`src/rtl/cordic_iter_ctrl.sv`:
```
// Iterative CORDIC engine: one shared micro-rotation stage reused for NUM_ITER cycles,
// with valid/ready handshakes on both sides and saturated W-bit result registers.
module cordic_iter_ctrl #(
    parameter int unsigned NUM_ITER      = 12,
    parameter int unsigned FUNC_WIDTH    = 1,
    parameter int unsigned DATA_OP_WIDTH = 18
) (
    input  logic                            i_clk,
    input  logic                            i_rst_n,
    input  logic                            i_valid,
    output logic                            o_ready,
    input  logic [FUNC_WIDTH-1:0]           i_func,
    input  logic signed [DATA_OP_WIDTH-1:0] i_x,
    input  logic signed [DATA_OP_WIDTH-1:0] i_y,
    input  logic signed [DATA_OP_WIDTH-1:0] i_z,
    output logic                            o_valid,
    input  logic                            i_ready,
    output logic signed [DATA_OP_WIDTH-1:0] o_x,
    output logic signed [DATA_OP_WIDTH-1:0] o_y,
    output logic signed [DATA_OP_WIDTH-1:0] o_z,
    output logic                            o_busy
);

    localparam int unsigned W      = DATA_OP_WIDTH;
    localparam int unsigned XW     = W + 2;
    localparam int unsigned ITER_W = $clog2(NUM_ITER);
    localparam int unsigned RND_SH = 32 - W;
    localparam logic [32:0] RND_ADD = (W < 32) ? (33'd1 << (31 - W)) : 33'd0;

    typedef enum logic [1:0] {
        IDLE,
        RUN,
        DONE
    } state_t;

    state_t state_q, state_nx;

    logic signed [XW-1:0]  x_q, y_q, x_sh, y_sh, x_nx, y_nx;
    logic signed [W-1:0]   z_q, z_nx, a_i;
    logic                  mode_q;
    logic                  d_pos;
    logic                  last_iter;
    logic [ITER_W-1:0]     iter_q;

    // atan(2^-i) with pi = 2^31
    function automatic logic [31:0] atan_tab32(input logic [3:0] idx);
        case (idx)
            4'd0:    return 32'd536870912;
            4'd1:    return 32'd316933406;
            4'd2:    return 32'd167458907;
            4'd3:    return 32'd85004756;
            4'd4:    return 32'd42667331;
            4'd5:    return 32'd21354465;
            4'd6:    return 32'd10679838;
            4'd7:    return 32'd5340245;
            4'd8:    return 32'd2670163;
            4'd9:    return 32'd1335087;
            4'd10:   return 32'd667544;
            4'd11:   return 32'd333772;
            4'd12:   return 32'd166886;
            4'd13:   return 32'd83443;
            4'd14:   return 32'd41722;
            default: return 32'd20861;
        endcase
    endfunction

    // Scale the 32-bit entry to W bits, rounding half up
    function automatic logic signed [W-1:0] atan_w(input logic [3:0] idx);
        logic [32:0] sum;
        sum = {1'b0, atan_tab32(idx)} + RND_ADD;
        return W'(sum >> RND_SH);
    endfunction

    function automatic logic signed [W-1:0] sat(input logic signed [XW-1:0] v);
        if (v[XW-1:W-1] == '0 || v[XW-1:W-1] == '1)
            return v[W-1:0];
        else if (v[XW-1])
            return {1'b1, {(W-1){1'b0}}};
        else
            return {1'b0, {(W-1){1'b1}}};
    endfunction

    always_comb begin
        x_sh  = x_q >>> iter_q;
        y_sh  = y_q >>> iter_q;
        a_i   = atan_w(4'(iter_q));
        d_pos = mode_q ? (x_q[XW-1] != y_q[XW-1]) : ~z_q[W-1];
        if (d_pos) begin
            x_nx = x_q - y_sh;
            y_nx = y_q + x_sh;
            z_nx = z_q - a_i;
        end else begin
            x_nx = x_q + y_sh;
            y_nx = y_q - x_sh;
            z_nx = z_q + a_i;
        end
    end

    assign last_iter = (iter_q == ITER_W'(NUM_ITER - 1));

    always_ff @(posedge i_clk or negedge i_rst_n) begin
        if (!i_rst_n) state_q <= IDLE;
        else          state_q <= state_nx;
    end

    always_comb begin
        state_nx = state_q;
        o_ready  = 1'b0;
        o_valid  = 1'b0;
        case (state_q)
            IDLE: begin
                o_ready = 1'b1;
                if (i_valid) state_nx = RUN;
            end
            RUN: begin
                if (last_iter) state_nx = DONE;
            end
            DONE: begin
                o_valid = 1'b1;
                if (i_ready) state_nx = IDLE;
            end
            default: state_nx = IDLE;
        endcase
        o_busy = ~o_ready;
    end

    always_ff @(posedge i_clk or negedge i_rst_n) begin
        if (!i_rst_n) begin
            x_q    <= '0;
            y_q    <= '0;
            z_q    <= '0;
            mode_q <= 1'b0;
            iter_q <= '0;
            o_x    <= '0;
            o_y    <= '0;
            o_z    <= '0;
        end else begin
            if (state_q == IDLE && i_valid) begin
                x_q    <= {{2{i_x[W-1]}}, i_x};
                y_q    <= {{2{i_y[W-1]}}, i_y};
                z_q    <= i_z;
                mode_q <= i_func[0];
                iter_q <= '0;
            end else if (state_q == RUN) begin
                x_q    <= x_nx;
                y_q    <= y_nx;
                z_q    <= z_nx;
                iter_q <= iter_q + 1'b1;
                // Results are captured straight from the final rotation so DONE drives registers
                if (last_iter) begin
                    o_x <= sat(x_nx);
                    o_y <= sat(y_nx);
                    o_z <= z_nx;
                end
            end
        end
    end

endmodule

```
`config.mk`:
```
export PLATFORM = sky130hd
export DESIGN_NAME = cordic_iter_ctrl
export DESIGN_NICKNAME = d
export VERILOG_FILES = /design/src/rtl/cordic_iter_ctrl.sv
export SDC_FILE = /design/constraint.sdc
export NUM_CORES = 1
export LEC_CHECK = 0
export CELL_PAD_IN_SITES_DETAIL_PLACEMENT = 1
export CELL_PAD_IN_SITES_GLOBAL_PLACEMENT = 2
export CORE_UTILIZATION = 40
export CTS_BUF_LIST = sky130_fd_sc_hd__clkbuf_2 sky130_fd_sc_hd__clkbuf_4 sky130_fd_sc_hd__clkbuf_8
export DETAILED_ROUTE_END_ITERATION = 10
export PLACE_DENSITY_LB_ADDON = 0.1
export SETUP_SLACK_MARGIN = 0.1
export SLEW_MARGIN = 20
export SYNTH_ARGS = -nofsm -noshare
export SYNTH_HDL_FRONTEND = slang
export SYNTH_SLANG_ARGS = --single-unit
```
`constraint.sdc`:
```
create_clock -name i_clk -period 14.55 [get_ports i_clk]
set_input_delay 1.455 -clock i_clk [delete_from_list [all_inputs] [get_ports i_clk]]
set_output_delay 1.455 -clock i_clk [all_outputs]
set_load 0.05 [all_outputs]
```
==> metrics.md, run 1 <==
| Metric | Value |
|---|---|
| Fillers | `3210` |
| FFs w/ async S/R, synth | `100%` |
| DRC viols | `0` |
| Hold_buf cts | `0` |
| Initial antenna violation count | `0` |
| Final nets | `1485` |
| Clk sink count | `119` |
| Post-DP HPWL | `26300 µm` |
| CTS root buffer | `clkbuf_8` |
| Port bufs | `115` |
| FP Rows | `60` |
| Register area share after synthesis | `26.6%` |
| Max Root-Sink Buffers | `2` |
| DR pass1 iterations | `6` |
| Setup TNS | `0 ps` |
| Clock skew | `20.0 ps` |
| Routed len/inst | `20.9 µm` |
| Core area | `27200 µm²` |
| Hold path cells | `2` |
| Busiest grt layer | `met2` |
| Final worst-path setup slack | `6970 ps` |
| Max Fclk | `132 MHz` |
| GR Util met3 | `3.40%` |
| ANT nets after route | `0` |
| Final Routed Wirelength | `36400 µm` |
| HP Start | `o_z[9]` |
| Cell family with most CP delay | `compound AO/OA/AOI/OAI gates` |
| Full die area | `28600 µm²` |
| Post-layout min period | `7580 ps` |
| Max-cap check violation count | `0` |
| Pin count of the biggest net entering global routing | `67` |
| Gpl congestion | `0.910` |
| Crit Path Max Fanout | `45` |
| CTS clock-pin slew for the worst setup and hold paths | `70 ps` |
| Iter 0 DRT Violations | `535` |
| Number of synthesized flops with an enable pin | `0` |
| Post-synthesis cell area | `11200 µm²` |
| Final setup vio count | `0` |
| Startpoint Class | `register` |
| CTS tree | `done` |
| Crit share post-route | `52.1%` |
| # diodes | `0` |
| DR vias/cell | `5.95` |
| Fraction of met2 tracks used by global routing | `44.8%` |
| TritonCTS buffer count | `17` |
| Worst Reg-to-Reg Cells | `21` |
| Ys flop type | `dfrtp_1` |
| Slew Limit Fails | `0` |
| Share of cells above drive strength 1 | `9.65%` |
| Die Ht | `169 µm` |
| Worst-path cell chain | `buf_4 -> mux4_2 -> and2_1 -> a311oi_1 -> a21o_1 -> ha_1 -> nor2b_1 -> nand3_1 -> o31ai_1 -> xor2_1 -> ha_1 -> and4_1 -> nand4_1 -> a211oi_1 -> nor4_1 -> a211oi_1 -> a31oi_1 -> xnor3_1 -> nand2_1 -> a311oi_4 -> a221o_1` |
| Setup slack after placement | `7150 ps` |
| CP required | `14950 ps` |
| Clk_lat worst skew | `470 ps` |
| H-tree lvl count | `4` |
| Slew @ Worst Pin | `973 ps` |
| Critical path type | `register to register` |
| CP max stage delay | `790 ps` |
| Worst EP arrival | `7980 ps` |
| Worst setup EP type | `register` |
| Reg2reg end | `o_x[12]` |
| Layout area overhead | `16.3%` |
| Yosys Warn Count | `0` |
| Starting Density | `41.2%` |
| Synth unique cells | `71` |
| Die Wd | `169 µm` |
| Vias in the first global route | `10.5k` |
| Post-cts sizing count | `0` |
| First-pass GRT wire length | `58300 µm` |
| RSZ-0062 raised after global routing | `no` |
| Via count | `10.4k` |
| Post-CTS Setup Inserts | `0` |
| R2R Setup Slk | `6970 ps` |
| Gr usage total | `25.8%` |
| R2r startpoint | `iter_q[0]` |
| Final hold violations | `0` |
| Met1 GRT Util | `34.1%` |
| GRT overflow | `0` |
| Synth Register Bits | `119` |
| Syn_nets | `1411` |
| Max-slew headroom | `34.7%` |
| Avg Cell Area, Syn | `8.72 µm²` |
| Outcome | `finished clean` |
| Num ports | `116` |
| Min-Delay Endpoint | `o_z[9]` |
| CP max-delay cell | `a211oi_1` |
| Cells after Synth | `1283` |
| Worst Hold Class | `register to register` |
| Worst Path Buf+Inv | `1` |
cell type report:
class	count	area [µm²]	share of cell area, %
clock inverter	8	98.8	0.760
tap	372	465	3.58
multi-input combinational	1053	7780	59.8
sequential	119	2980	22.9
timing repair buffer	129	1250	9.64
inverter	37	139	1.07
clock buffer	22	290	2.23
registers in the layout, indices dropped and copies added, names as in the netlist:
name / flops
state_q: 2
iter_q: 4
o_y: 18
o_x: 18
o_z: 18
y_q: 20
z_q: 18
x_q: 20
mode_q: 1
logic make-up (layout without fill, tap and decap cells):
family	Yosys count	count (layout)	share of synthesized area, %
simple gates	405	405	16.6
mux	93	93	12.8
flops	119	119	26.6
xor+xnor	104	104	8.33
buf+inv	111	196	4.28
fa+ha+maj	69	69	7.92
compound gates	382	382	23.4
Yosys cell counts, drive strengths merged (22+ instances only):
cell type / n / share of area [%]
a21oi: 71 / 3.2
clkbuf: 37 / 1.2
mux4: 38 / 7.7
xor2: 40 / 3.1
nand2: 188 / 6.3
dfrtp: 119 / 27
nand2b: 22 / 1.2
inv: 37 / 1.2
buf: 37 / 1.8
a22oi: 52 / 3.5
nor2: 84 / 2.8
mux2i: 35 / 3.1
nor3: 22 / 1.0
ha: 66 / 7.4
a221o: 37 / 3.3
xnor2: 63 / 5.0
o21ai: 84 / 3.8
placed cells by master, fill, tap and decap left out, types with 20 or more instances in the layout:
cell type          n
nand2b_1          22
clkbuf_8          20
nand2_1          188
dfrtp_1          117
xnor2_1           62
mux2i_1           35
nor3_1            20
xor2_1            40
a21oi_1           70
inv_1             34
ha_1              66
a221o_1           37
o21ai_0           83
nor2_1            83
clkdlybuf4s50_1  114
a22oi_1           52
mux4_2            38
tightest hold or removal path: cells and delay by family, from the launching register on:
family | cells | cell delay [ps]
flops | 1 | 340
simple gates | 2 | 100
routing by layer:
layer	up-vias	share of wire (%)
li1	4897	-
met1	5211	46
met2	214	49
met3	35	3.4
met4	0	1.4
met5	-	0
metrics by stage:
stage / cell area [µm²] / util, % / cells / hold slack, ps
finish: 13000 / 47.9 / 1740 / 475
global route: 13000 / 47.9 / 1740 / 499
CTS: 13000 / 47.8 / 1740 / 480
detailed placement: 12600 / 46.4 / 1710 / 462
global placement: 12600 / 46.4 / 1710 / 461
floorplan: 11200 / - / 1283 / 458
how the worst max path moves through the flow:
stage	start	end	slack (ps)	cells past startpoint
2_1_floorplan	iter_q[0]	o_x[10]	8380	24
3_3_place_gp	iter_q[0]	o_x[7]	7060	21
3_5_place_dp	iter_q[0]	o_y[11]	7150	19
4_1_cts	iter_q[0]	o_x[12]	7090	21
5_1_grt	iter_q[0]	o_x[2]	6390	20
6_report	iter_q[0]	o_x[12]	6970	21
Power of run 1 is left out: the tool's default activity adds up to more than one toggle a clock period on the data nets, which glitch-free logic cannot reach.
==> inputs of run 2 (changes only) <==
- CORE_UTILIZATION: 40 -> 37
- clock period: 14.55 -> 7.1 ns (I/O delays scaled with it)
==> run 2 against run 1 <==
Setup slack worse by 6400 ps; sequential share of layout area down 0.12 points; die area is 8.0% higher; cell area increased by 0.60%; hold slack lost 240 ps.
==> metrics.md, run 2 (synthesis results as in run 1) <==
| Metric | Value |
|---|---|
| Clk_lat worst skew | `480 ps` |
| CTS root buffer | `clkbuf_8` |
| Gr usage total | `24.6%` |
| DR pass1 iterations | `5` |
| Initial antenna violation count | `0` |
| Most frequent cells in the layout | `nand2_1, dfrtp_1, clkdlybuf4s50_1` |
| Final Routed Wirelength | `36600 µm` |
| CP required | `7450 ps` |
| First-pass GRT wire length | `59600 µm` |
| DRC viols | `0` |
| Final setup vio count | `0` |
| Crit share post-route | `92.7%` |
| Clock skew | `20.0 ps` |
| Max Fclk | `152 MHz` |
| Post-layout min period | `6580 ps` |
| Die Ht | `176 µm` |
| Routed len/inst | `20.7 µm` |
| Via count | `10.3k` |
| GRT overflow | `0` |
| Final nets | `1496` |
| Share of cells above drive strength 1 | `10.4%` |
| Starting Density | `37.6%` |
| Full die area | `30900 µm²` |
| Core area | `29700 µm²` |
| Post-DP HPWL | `27300 µm` |
| CTS clock-pin slew for the worst setup and hold paths | `80 ps` |
| DR vias/cell | `5.82` |
| Layout area overhead | `17.0%` |
| Slew Limit Fails | `0` |
| Final hold violations | `0` |
| Worst Hold Class | `input port to async pin` |
| Iter 0 DRT Violations | `603` |
| Clk sink count | `119` |
| Gpl congestion | `0.871` |
| Commonest non-fill, non-tap cell in the layout | `nand2_1` |
| Vias in the first global route | `10.8k` |
| FP Rows | `63` |
| H-tree lvl count | `4` |
| R2R Setup Slk | `520 ps` |
| Crit Path Max Fanout | `28` |
| Num ports | `116` |
| Worst EP arrival | `6940 ps` |
| Slew @ Worst Pin | `1090 ps` |
| ANT nets after route | `0` |
| Max Root-Sink Buffers | `2` |
| # diodes | `0` |
| Worst setup EP type | `register` |
| Pin count of the biggest net entering global routing | `74` |
| Hold_buf cts | `0` |
| Outcome | `finished clean` |
| Setup TNS | `0 ps` |
| TritonCTS buffer count | `17` |
| Setup slack after placement | `519 ps` |
| Max-slew headroom | `27.4%` |
| Max-cap check violation count | `0` |
| Post-CTS Setup Inserts | `0` |
| RSZ-0062 raised after global routing | `no` |
| Die Wd | `176 µm` |
| Final worst-path setup slack | `520 ps` |
| Critical path type | `register to register` |
| Startpoint Class | `register` |
| Top flop regs | `x_q x20, y_q x20` |
| CTS tree | `done` |
| Port bufs | `115` |
## run 2: changes by cell type in the layout (fill, tap and decap cells not counted), sizes merged
| cell | change |
|---|---|
| buf | +11 |
| bufinv | -1 |
| clkinv | +3 |
## run 2: worst paths after layout
| kind | start | end | cells after the start |
|---|---|---|---|
| max | iter_q[0] | o_x[6] | 19 |
| min | i_rst_n | o_z[2] | 1 |
| max reg2reg | iter_q[0] | o_x[6] | 19 |
| min reg2reg | o_z[11] | o_z[11] | 2 |
| max in group asynchronous | i_rst_n | iter_q[0] | 2 |
| min in group i_clk | o_z[11] | o_z[11] | 2 |
## run 2: per-layer routing
layer	global-route usage (%)	part of all wire, %
met1	32.4	46
met3	3.61	3.5
met5	0	0
met4	7.21	1.9
met2	41.4	49
## run 2: area by class of cell
type / count / area (µm²)
inverter: 37 / 139
tap: 390 / 488
clock inverter: 10 / 80.1
multi-input combinational: 1053 / 7760
timing repair buffer: 140 / 1350
fill: 3460 / 16600
sequential: 119 / 2980
clock buffer: 22 / 278
## run 2: through the flow
stage               std cells  cell area (µm²)  hold WS [ps]  util (%)
global route             1771            13100           279      44.0
CTS                      1771            13100           246      44.0
detailed placement       1739            12700           465      42.8
global placement         1739            12700           461      42.8
floorplan                1283            11200           414         -
finish                   1771            13100           237      44.0
## run 2: critical path, cell delays in order, from the launching register on
cell,delay (ps)
dfrtp_4,670
nor2_1,650
mux2_2,450
mux4_2,490
or4_4,560
nand2b_1,170
nand2b_1,170
o31ai_1,270
xnor2_1,160
ha_1,300
a21o_1,180
a21oi_1,220
nand2b_1,110
nor4_1,250
a211oi_1,80
buf_4,170
a31oi_1,210
xnor3_1,390
o31a_1,560
a221o_1,420
## run 2: timing repair
item                                    4_1_cts  5_1_grt
hold endpoints to repair                      0        0
endpoints found under the setup margin        0       17
gates resized for setup                       0        1
Power of run 2 is left out for the same reason.
==> RTL edit: new RTL, flow settings as in run 2 <==
The parameter `NUM_ITER` goes from 12 to 6.
--- a/src/rtl/cordic_iter_ctrl.sv
+++ b/src/rtl/cordic_iter_ctrl.sv
@@ -1,7 +1,7 @@
 // Iterative CORDIC engine: one shared micro-rotation stage reused for NUM_ITER cycles,
 // with valid/ready handshakes on both sides and saturated W-bit result registers.
 module cordic_iter_ctrl #(
-    parameter int unsigned NUM_ITER      = 12,
+    parameter int unsigned NUM_ITER      = 6,
     parameter int unsigned FUNC_WIDTH    = 1,
     parameter int unsigned DATA_OP_WIDTH = 18
 ) (
Behaviour: not the same (Yosys sat finds a counterexample within 10 cycles, from zero or initial values and one cycle with i_rst_n low).
==> RTL edit against run 2 <==
Area after synthesis down 4.0%; maximum frequency up 7.2%; wire length down 7.8%; utilization up 0.88 points; count of clock-buffer cells in the layout unchanged; critical path depth down 2; worst setup slack better by 0.44 ns; sequential cell count down 1; final cell count down 1.5%; first-iteration DRC count down 34%; cell area down 3.3%; critical endpoint is now o_y[3].
Power is not shown: default switching activity piles up to over one toggle a cycle in this logic, so the estimate is an artifact.
==> RTL edit: results (changes against run 2) <==
.. list-table::
   :header-rows: 1

   * - Metric
     - Value
   * - Slowest cell on the critical path
     - sky130_fd_sc_hd__a211oi_1
   * - Met2 Usage GRT
     - 41.7% (+0.29 points)
   * - GR met1 Demand/Resource
     - 30.0% (-2.4 points)
   * - Final-stage net count
     - 1482 (-0.94%)
   * - Wire length per cell
     - 19.4 um (-6.3%)
   * - Count of routing violations after the opening detailed-route iteration
     - 398 (-34%)
   * - Half-perimeter wire length of the detailed placement result
     - 24900 um (-9.0%)
   * - R2R depth
     - 17 (-2)
   * - Syn_nets
     - 1399 (-0.85%)
   * - Actual slew at the worst max-slew pin
     - 1.01 ns (-0.0778 ns)
   * - Global-route wire length before repair
     - 54200 um (-9.2%)
   * - DRT met1 WL
     - 15400 um (-8.1%)
   * - Setup Skew
     - 0.0218 ns (+0.00175 ns)
   * - Count of cell types in the netlist
     - 75 (+5.6%)
   * - Max stage delay on crit path
     - 0.83 ns (+0.16 ns)
   * - Maximum fanout encountered on the critical timing path
     - 36 (+29%)
   * - Arrival time at the worst endpoint
     - 6.49 ns (-0.45 ns)
   * - Number of vias in the routed layout
     - 9855 (-4.4%)
   * - Routed met3 length
     - 798 um (-39%)
   * - Part of the Yosys area used for sequential elements
     - 27.5% (+0.89 points)
   * - End of the critical path
     - o_y[3]
   * - Share of layout cells above drive strength 1
     - 9.74% (-0.68 points)
   * - Fill cell instance count of the final layout
     - 3328 (-3.8%)
   * - Gp weighted congestion
     - 0.852 (-2.1%)
   * - Most numerous cell types in the synthesized netlist
     - 138 x sky130_fd_sc_hd__nand2_1, 127 x sky130_fd_sc_hd__nor2_1, 118 x sky130_fd_sc_hd__dfrtp_1
   * - R2R setup slack
     - 0.96 ns (+0.44 ns)
   * - Status
     - finished, final reports clean
==> RTL edit: area by class of cell <==
class                      instances  area (um^2)  share of cell area (%)
tap                              378          473                    3.74
timing repair buffer             137         1320                    10.4
inverter                          31          116                   0.920
sequential                       118         2960                    23.4
clock inverter                     8          145                    1.15
clock buffer                      22          303                    2.39
antenna                            1         2.50                  0.0198
multi-input combinational       1049         7330                    58.0
==> RTL edit: logic make-up after synthesis <==
kind of cell,share of synthesized area [%]
AOI/OAI and AO/OA,23.5
DFF,27.5
buffers and inverters,4.37
and+or+nand+nor,17.0
adders and majority gates,8.25
xor gates and xnor gates,8.69
muxes,10.6
==> RTL edit: per-stage QoR <==
step	utilization, %	hold WS [ns]	setup WS [ns]	area [um^2]	std cells
CTS	44.9	0.223	1.06	12600	1743
finish	44.9	0.222	0.959	12600	1744
detailed placement	43.3	0.474	1.11	12200	1713
global placement	43.3	0.468	1.31	12200	1713
global route	44.9	0.255	0.308	12600	1743
floorplan	-	0.414	1.36	10700	1271
